[src/rtl/led_pattern_pkg.sv]
// Shared constants for the LED pattern generator: mode codes and field widths.
package led_pattern_pkg;

  localparam int MODE_W  = 3;
  localparam int PARAM_W = 8;

  localparam logic [MODE_W-1:0] MODE_OFF     = 3'd0;
  localparam logic [MODE_W-1:0] MODE_ON      = 3'd1;
  localparam logic [MODE_W-1:0] MODE_BLINK   = 3'd2;
  localparam logic [MODE_W-1:0] MODE_STRETCH = 3'd3;
  localparam logic [MODE_W-1:0] MODE_PWM     = 3'd4;
  localparam logic [MODE_W-1:0] MODE_FOLLOW  = 3'd5;

endpackage

[src/rtl/led_pattern_gen_if.sv]
// Config write port, event inputs and LED/tick outputs of the pattern generator.
interface led_pattern_gen_if
  import led_pattern_pkg::*;
#(
  parameter int LED_WIDTH = 8
);

  logic                         cfg_we_i;
  logic [$clog2(LED_WIDTH)-1:0] cfg_addr_i;
  logic [MODE_W-1:0]            cfg_mode_i;
  logic [PARAM_W-1:0]           cfg_param_i;
  logic [LED_WIDTH-1:0]         event_i;
  logic [LED_WIDTH-1:0]         val_o;
  logic                         tick_o;

  modport master (
    output cfg_we_i, cfg_addr_i, cfg_mode_i, cfg_param_i, event_i,
    input  val_o, tick_o
  );

  modport slave (
    input  cfg_we_i, cfg_addr_i, cfg_mode_i, cfg_param_i, event_i,
    output val_o, tick_o
  );

endinterface

[src/rtl/led_pattern_gen_channel.sv]
// One LED channel: mode/param registers, ms counter, blink phase and the
// registered on/off output.
module led_channel
  import led_pattern_pkg::*;
#(
  parameter int PWM_BITS = 4
) (
  input  logic                clk_i,
  input  logic                rst_i,
  input  logic                tick_i,
  input  logic [PWM_BITS-1:0] pwm_cnt_i,
  input  logic                event_i,
  input  logic                wr_i,
  input  logic [MODE_W-1:0]   mode_i,
  input  logic [PARAM_W-1:0]  param_i,
  output logic                val_o
);

  logic [MODE_W-1:0]  mode_q,  mode_d;
  logic [PARAM_W-1:0] param_q, param_d;
  logic [PARAM_W-1:0] cnt_q,   cnt_d;
  logic               phase_q, phase_d;
  logic               val_q,   val_d;
  logic               ev;
  logic [PARAM_W-1:0] eff;

  // A zero period/hold would never advance, so it is run as 1 ms.
  function automatic logic [PARAM_W-1:0] eff_param(input logic [PARAM_W-1:0] p);
    return (p == '0) ? PARAM_W'(1) : p;
  endfunction

  // Next-state: a config write overrides everything else on this channel,
  // and the output is computed from the next state so it is registered.
  always_comb begin
    mode_d  = mode_q;
    param_d = param_q;
    cnt_d   = cnt_q;
    phase_d = phase_q;
    val_d   = 1'b0;
    ev      = event_i & ~wr_i;
    eff     = eff_param(param_q);

    if (wr_i) begin
      mode_d  = mode_i;
      param_d = param_i;
      cnt_d   = '0;
      phase_d = 1'b0;
    end else begin
      case (mode_q)
        MODE_BLINK: begin
          if (tick_i) begin
            if (cnt_q >= eff - PARAM_W'(1)) begin
              cnt_d   = '0;
              phase_d = ~phase_q;
            end else begin
              cnt_d = cnt_q + PARAM_W'(1);
            end
          end
        end
        MODE_STRETCH: begin
          if (event_i) begin
            cnt_d = eff;
          end else if (tick_i && (cnt_q != '0)) begin
            cnt_d = cnt_q - PARAM_W'(1);
          end
        end
        default: ;
      endcase
    end

    case (mode_d)
      MODE_ON:      val_d = 1'b1;
      MODE_BLINK:   val_d = phase_d;
      MODE_STRETCH: val_d = (cnt_d != '0);
      MODE_PWM:     val_d = (pwm_cnt_i < param_d[PWM_BITS-1:0]);
      MODE_FOLLOW:  val_d = ev;
      default:      val_d = 1'b0;
    endcase
  end

  // Channel state registers with synchronous reset to OFF.
  always_ff @(posedge clk_i) begin
    if (rst_i) begin
      mode_q  <= MODE_OFF;
      param_q <= '0;
      cnt_q   <= '0;
      phase_q <= 1'b0;
      val_q   <= 1'b0;
    end else begin
      mode_q  <= mode_d;
      param_q <= param_d;
      cnt_q   <= cnt_d;
      phase_q <= phase_d;
      val_q   <= val_d;
    end
  end

  assign val_o = val_q;

endmodule

[src/rtl/led_pattern_gen.sv]
// LED pattern generator top: ms timebase, free-running PWM counter, config
// address decode and one led_channel per LED.
module led_pattern_gen
  import led_pattern_pkg::*;
#(
  parameter int LED_WIDTH = 8,
  parameter int TICK_DIV  = 125000,
  parameter int PWM_BITS  = 4
) (
  input  logic             clk_i,
  input  logic             rst_i,
  led_pattern_gen_if.slave bus
);

  localparam int AW      = $clog2(LED_WIDTH);
  localparam int PRESC_W = $clog2(TICK_DIV);
  localparam logic [PRESC_W-1:0] PRESC_MAX = PRESC_W'(TICK_DIV - 1);

  logic [PRESC_W-1:0]   presc_q, presc_d;
  logic [PWM_BITS-1:0]  pwm_q,   pwm_d;
  logic                 tick;
  logic                 addr_ok;
  logic [LED_WIDTH-1:0] val;

  // Prescaler wrap and PWM counter increment.
  always_comb begin
    tick    = (presc_q == PRESC_MAX);
    presc_d = tick ? '0 : presc_q + PRESC_W'(1);
    pwm_d   = pwm_q + PWM_BITS'(1);
    addr_ok = (int'(bus.cfg_addr_i) < LED_WIDTH);
  end

  // Timebase registers.
  always_ff @(posedge clk_i) begin
    if (rst_i) begin
      presc_q <= '0;
      pwm_q   <= '0;
    end else begin
      presc_q <= presc_d;
      pwm_q   <= pwm_d;
    end
  end

  for (genvar i = 0; i < LED_WIDTH; i++) begin : g_ch
    logic wr;
    assign wr = bus.cfg_we_i && addr_ok && (bus.cfg_addr_i == AW'(i));

    led_channel #(
      .PWM_BITS (PWM_BITS)
    ) u_ch (
      .clk_i     (clk_i),
      .rst_i     (rst_i),
      .tick_i    (tick),
      .pwm_cnt_i (pwm_q),
      .event_i   (bus.event_i[i]),
      .wr_i      (wr),
      .mode_i    (bus.cfg_mode_i),
      .param_i   (bus.cfg_param_i),
      .val_o     (val[i])
    );
  end

  assign bus.val_o  = val;
  assign bus.tick_o = tick;

endmodule

[src/flat_wrapper.sv]
// flat-port wrapper written by rule: the top's interface ports become plain ports
module led_pattern_gen_flat import led_pattern_pkg::*;
#(
  parameter int LED_WIDTH = 8,
  parameter int TICK_DIV  = 125000,
  parameter int PWM_BITS  = 4
)
  (clk_i, rst_i, bus_cfg_we_i, bus_cfg_addr_i, bus_cfg_mode_i, bus_cfg_param_i, bus_event_i, bus_val_o, bus_tick_o);
  led_pattern_gen_if #(.LED_WIDTH(LED_WIDTH)) bus_i ();
  input  logic clk_i;
  input  logic rst_i;
  input wire logic [$bits(bus_i.cfg_we_i)-1:0] bus_cfg_we_i;
  input wire logic [$bits(bus_i.cfg_addr_i)-1:0] bus_cfg_addr_i;
  input wire logic [$bits(bus_i.cfg_mode_i)-1:0] bus_cfg_mode_i;
  input wire logic [$bits(bus_i.cfg_param_i)-1:0] bus_cfg_param_i;
  input wire logic [$bits(bus_i.event_i)-1:0] bus_event_i;
  output wire logic [$bits(bus_i.val_o)-1:0] bus_val_o;
  output wire logic [$bits(bus_i.tick_o)-1:0] bus_tick_o;
  assign bus_i.cfg_we_i = bus_cfg_we_i;
  assign bus_i.cfg_addr_i = bus_cfg_addr_i;
  assign bus_i.cfg_mode_i = bus_cfg_mode_i;
  assign bus_i.cfg_param_i = bus_cfg_param_i;
  assign bus_i.event_i = bus_event_i;
  assign bus_val_o = bus_i.val_o;
  assign bus_tick_o = bus_i.tick_o;
  led_pattern_gen #(.LED_WIDTH(LED_WIDTH), .TICK_DIV(TICK_DIV), .PWM_BITS(PWM_BITS)) u_core (.clk_i(clk_i), .rst_i(rst_i), .bus(bus_i));
endmodule
[config.mk]
export PLATFORM = sky130hd
export DESIGN_NAME = led_pattern_gen_flat
export DESIGN_NICKNAME = d
export VERILOG_FILES = /design/src/rtl/led_pattern_pkg.sv /design/src/rtl/led_pattern_gen_if.sv /design/src/rtl/led_pattern_gen_channel.sv /design/src/rtl/led_pattern_gen.sv /design/src/flat_wrapper.sv
export SDC_FILE = /design/constraint.sdc
export NUM_CORES = 1
export LEC_CHECK = 0
export ABC_AREA = 1
export CORE_MARGIN = 2
export CORE_UTILIZATION = 59
export CTS_CLUSTER_SIZE = 8
export DETAILED_ROUTE_END_ITERATION = 10
export MAX_ROUTING_LAYER = met4
export PLACE_DENSITY = 0.86
export REMOVE_ABC_BUFFERS = 1
export SYNTH_ARGS = -nofsm -noshare
export SYNTH_HDL_FRONTEND = slang
export SYNTH_HIERARCHICAL = 1
export SYNTH_SLANG_ARGS = --single-unit
[constraint.sdc]
create_clock -name clk_i -period 3.9 [get_ports clk_i]
set_clock_uncertainty 0.05 [all_clocks]
set_input_delay 0.39 -clock clk_i [delete_from_list [all_inputs] [get_ports clk_i]]
set_output_delay 0.39 -clock clk_i [all_outputs]
set_load 0.02 [all_outputs]
==> reports/results.ini <==
[worst_hold_path]
min-delay-start=rst_i
holdPathEnd=u_core/g_ch[6].u_ch/cnt_q[7]
hold_path_depth=2
min_path_type=input pin to flop

[drt]
antenna_left=0
vias=17700
first_pass_iters=8
totalWireLength_um=46800
via_per_inst=5.62
wl_per_cell_um=14.8
dr.first_iter.drc_count=1825
drcViolationCount=0

[synthesis]
netlist_area_sq_um=16700
synth_top_cells_by_area=dfxtp_1 (23%), nand2_1 (21%), ha_1 (9.2%)
yosysTopAreaCellShare=0.227
yosys_warnings=6
syn-instance-count=2770
synth_cell_types=38
synth_top_area_cell=dfxtp_1
avgSynthCellArea_sq_um=6.02
ys_ff_latch=189
synth_edf_count=0
yosysSeqAreaShare=0.227
synth.most_common_cell=nand2_1
synth_common_cells=nand2_1 (924), nor2_1 (390), inv_1 (275)
ys_async_sr_fraction=0
ys.flop_type=dfxtp_1

[global_route]
grt_pass1_wl_um=76300
groute.usage.overall=0.323
grt_pass1_vias=16300
grt_max_degree=112
overflow=0
antenna_found_initial=0

[timing]
slew_headroom=0.357
fmax_mhz=312
setup_viol_count_final=0
fin_crit_ps=3200
post-route-period-util=0.821
finalMaxSlewViolations=0
tightest_slew_ps=961
rsz0062_at_grt=false
hold_viol_final=0
setup_tns_ps=0

[clocking]
ctsHoldBuffers=0
cts_root_buf=clkbuf_16
tritoncts=done
path_clk_slew_ps=80
cts_buffer_depth=2
cts_setup_buffers=0
clock-sinks=189
clk-insertion-delay-late_ps=440
postCtsResizedCells=0
cts-buffers-inserted=17
h-tree-depth=4

[die]
start_util=0.600
dieHeight_um=172
ios=34
dieArea_sq_um=29600
coreArea_sq_um=27800
die_x_um=172
rows=61

[cells_and_area]
multi_input_area_sq_um=11400
seq_area_sq_um=3780
drive_gt1_frac=0.0651
nFillCells=2639
finalNetCount=2916
stdcell_area_sq_um=17800
syn2layout_area_growth_pct=6.88
num_antenna_cells=0

[power]
irDropWorstVdd_mv=0.215
p_leak_nw=8.57
p_per_area_nw_per_um2=298

[worst_setup_path]
start_kind=flop
reg2reg_depth=21
cp.required_ps=4150
reg2reg_to=u_core/g_ch[2].u_ch/val_o
path_max_fanout=9
r2r_start=u_core/g_ch[2].u_ch/param_q[2]
path_class=flop to flop
ff2ff_setup_slack_ps=700
cp.arrival_ps=3460
critPathLaunch=u_core/g_ch[2].u_ch/param_q[2]
critPathCaptureType=flop

[place]
place_hpwl_um=33600
postPlaceCellArea_sq_um=17200
port_buffers=33
routabilityCongestion=1.05

[outcome]
status=finished, final reports clean

[job]
max-cap-violations=0

-- cell type report --
| class | instances | share of cell area |
|---|---|---|
| multi-input combinational | 2213 | 0.638 |
| inverter | 303 | 0.0640 |
| clock inverter | 15 | 0.00969 |
| timing repair buffer | 44 | 0.0254 |
| clock buffer | 17 | 0.0239 |
| sequential | 189 | 0.212 |
| tap | 378 | 0.0265 |
-- report_power, final --
| group | switching [mW] | internal [mW] | leakage (nW) |
|---|---|---|---|
| combinational | 0.899 | 0.523 | 6.75 |
| clock | 0.825 | 0.967 | 0.289 |
| sequential | 0.106 | 1.99 | 1.53 |
| total | 1.83 | 3.48 | 8.57 |
-- layout by cell type (no fill, tap or decap), types with 4 or more instances in the layout --
cell type / n
inv_2: 20
nand4_1: 36
nor3_1: 24
nor2_4: 16
or2_2: 14
ha_1: 123
o31ai_1: 7
o21ai_1: 11
a21oi_2: 7
a21oi_1: 183
xor2_1: 60
inv_1: 274
nand3_1: 179
nand2_2: 4
nor2_2: 34
nor2_8: 8
buf_4: 8
clkdlybuf4s50_1: 32
o21ai_4: 8
a211oi_1: 34
nor3_2: 8
clkinv_1: 8
nand2_4: 8
clkbuf_16: 17
a21o_1: 8
xnor2_1: 19
inv_6: 6
dfxtp_1: 189
o21ai_0: 93
nor2_1: 390
nand3_2: 9
nand2_1: 924
-- routing by layer --
layer,global-route usage,wire (um),vias to the layer above
met2,0.548,22200,771
met5,-,0,-
met3,0.0355,3380,120
met1,0.401,20000,8024
met4,0.112,1190,0
li1,-,-,8831
-- state kept, by name, summed over array words and instances (netlist names) --
register	flops
u_core/g_ch.u_ch/phase_q	8
u_core/g_ch.u_ch/param_q	64
u_core/presc_q	17
u_core/g_ch.u_ch/mode_q	24
u_core/pwm_q	4
u_core/g_ch.u_ch/cnt_q	64
u_core/g_ch.u_ch/val_o	8
-- critical path, cell delays in order (launching register included) --
cell     delay [ps]
dfxtp_1         350
inv_1           100
nand2_1          80
nor2_1           50
nand2_1          50
nand2_1          60
inv_1           110
nand3_1         120
nor3_1          280
nand3_1         140
nand2_1         110
ha_1            250
a21o_1          180
nor2_1          110
nand2_1          70
nand2_1         260
nor2_1          100
or2_2           290
nand3_1         100
nor2_1           50
nor2_1          120
a21oi_2          70
-- through the flow --
step	cells	hold slack, ps	setup WS [ps]	power [mW]	util
final	3159	320	699	5.32	0.641
after floorplan	2705	394	203	3.15	-
after detailed placement	3127	418	718	3.53	0.620
after CTS	3159	315	737	5.33	0.641
after global placement	3127	408	821	3.46	0.620
after global routing	3159	338	299	5.61	0.641
-- logic make-up (layout without fill, tap and decap cells) --
logic type | Yosys count | after routing | share of synthesized area
XOR/XNOR | 79 | 79 | 0.0415
AND/OR/NAND/NOR | 1656 | 1656 | 0.427
flip-flops | 189 | 189 | 0.227
AO/OA/AOI/OAI | 355 | 355 | 0.122
buffers and inverters | 368 | 379 | 0.0910
adder cells (fa/ha/maj) | 123 | 123 | 0.0923
-- worst max-delay path by stage --
stage	depth (start not counted)	to	slack, ps
2_1_floorplan	17	u_core/g_ch[0].u_ch/val_o	200
3_3_place_gp	21	u_core/g_ch[3].u_ch/val_o	820
3_5_place_dp	15	u_core/g_ch[1].u_ch/val_o	720
4_1_cts	21	u_core/g_ch[2].u_ch/val_o	740
5_1_grt	21	u_core/g_ch[2].u_ch/val_o	300
6_report	21	u_core/g_ch[2].u_ch/val_o	700
Power figures use the tool's default switching activity.
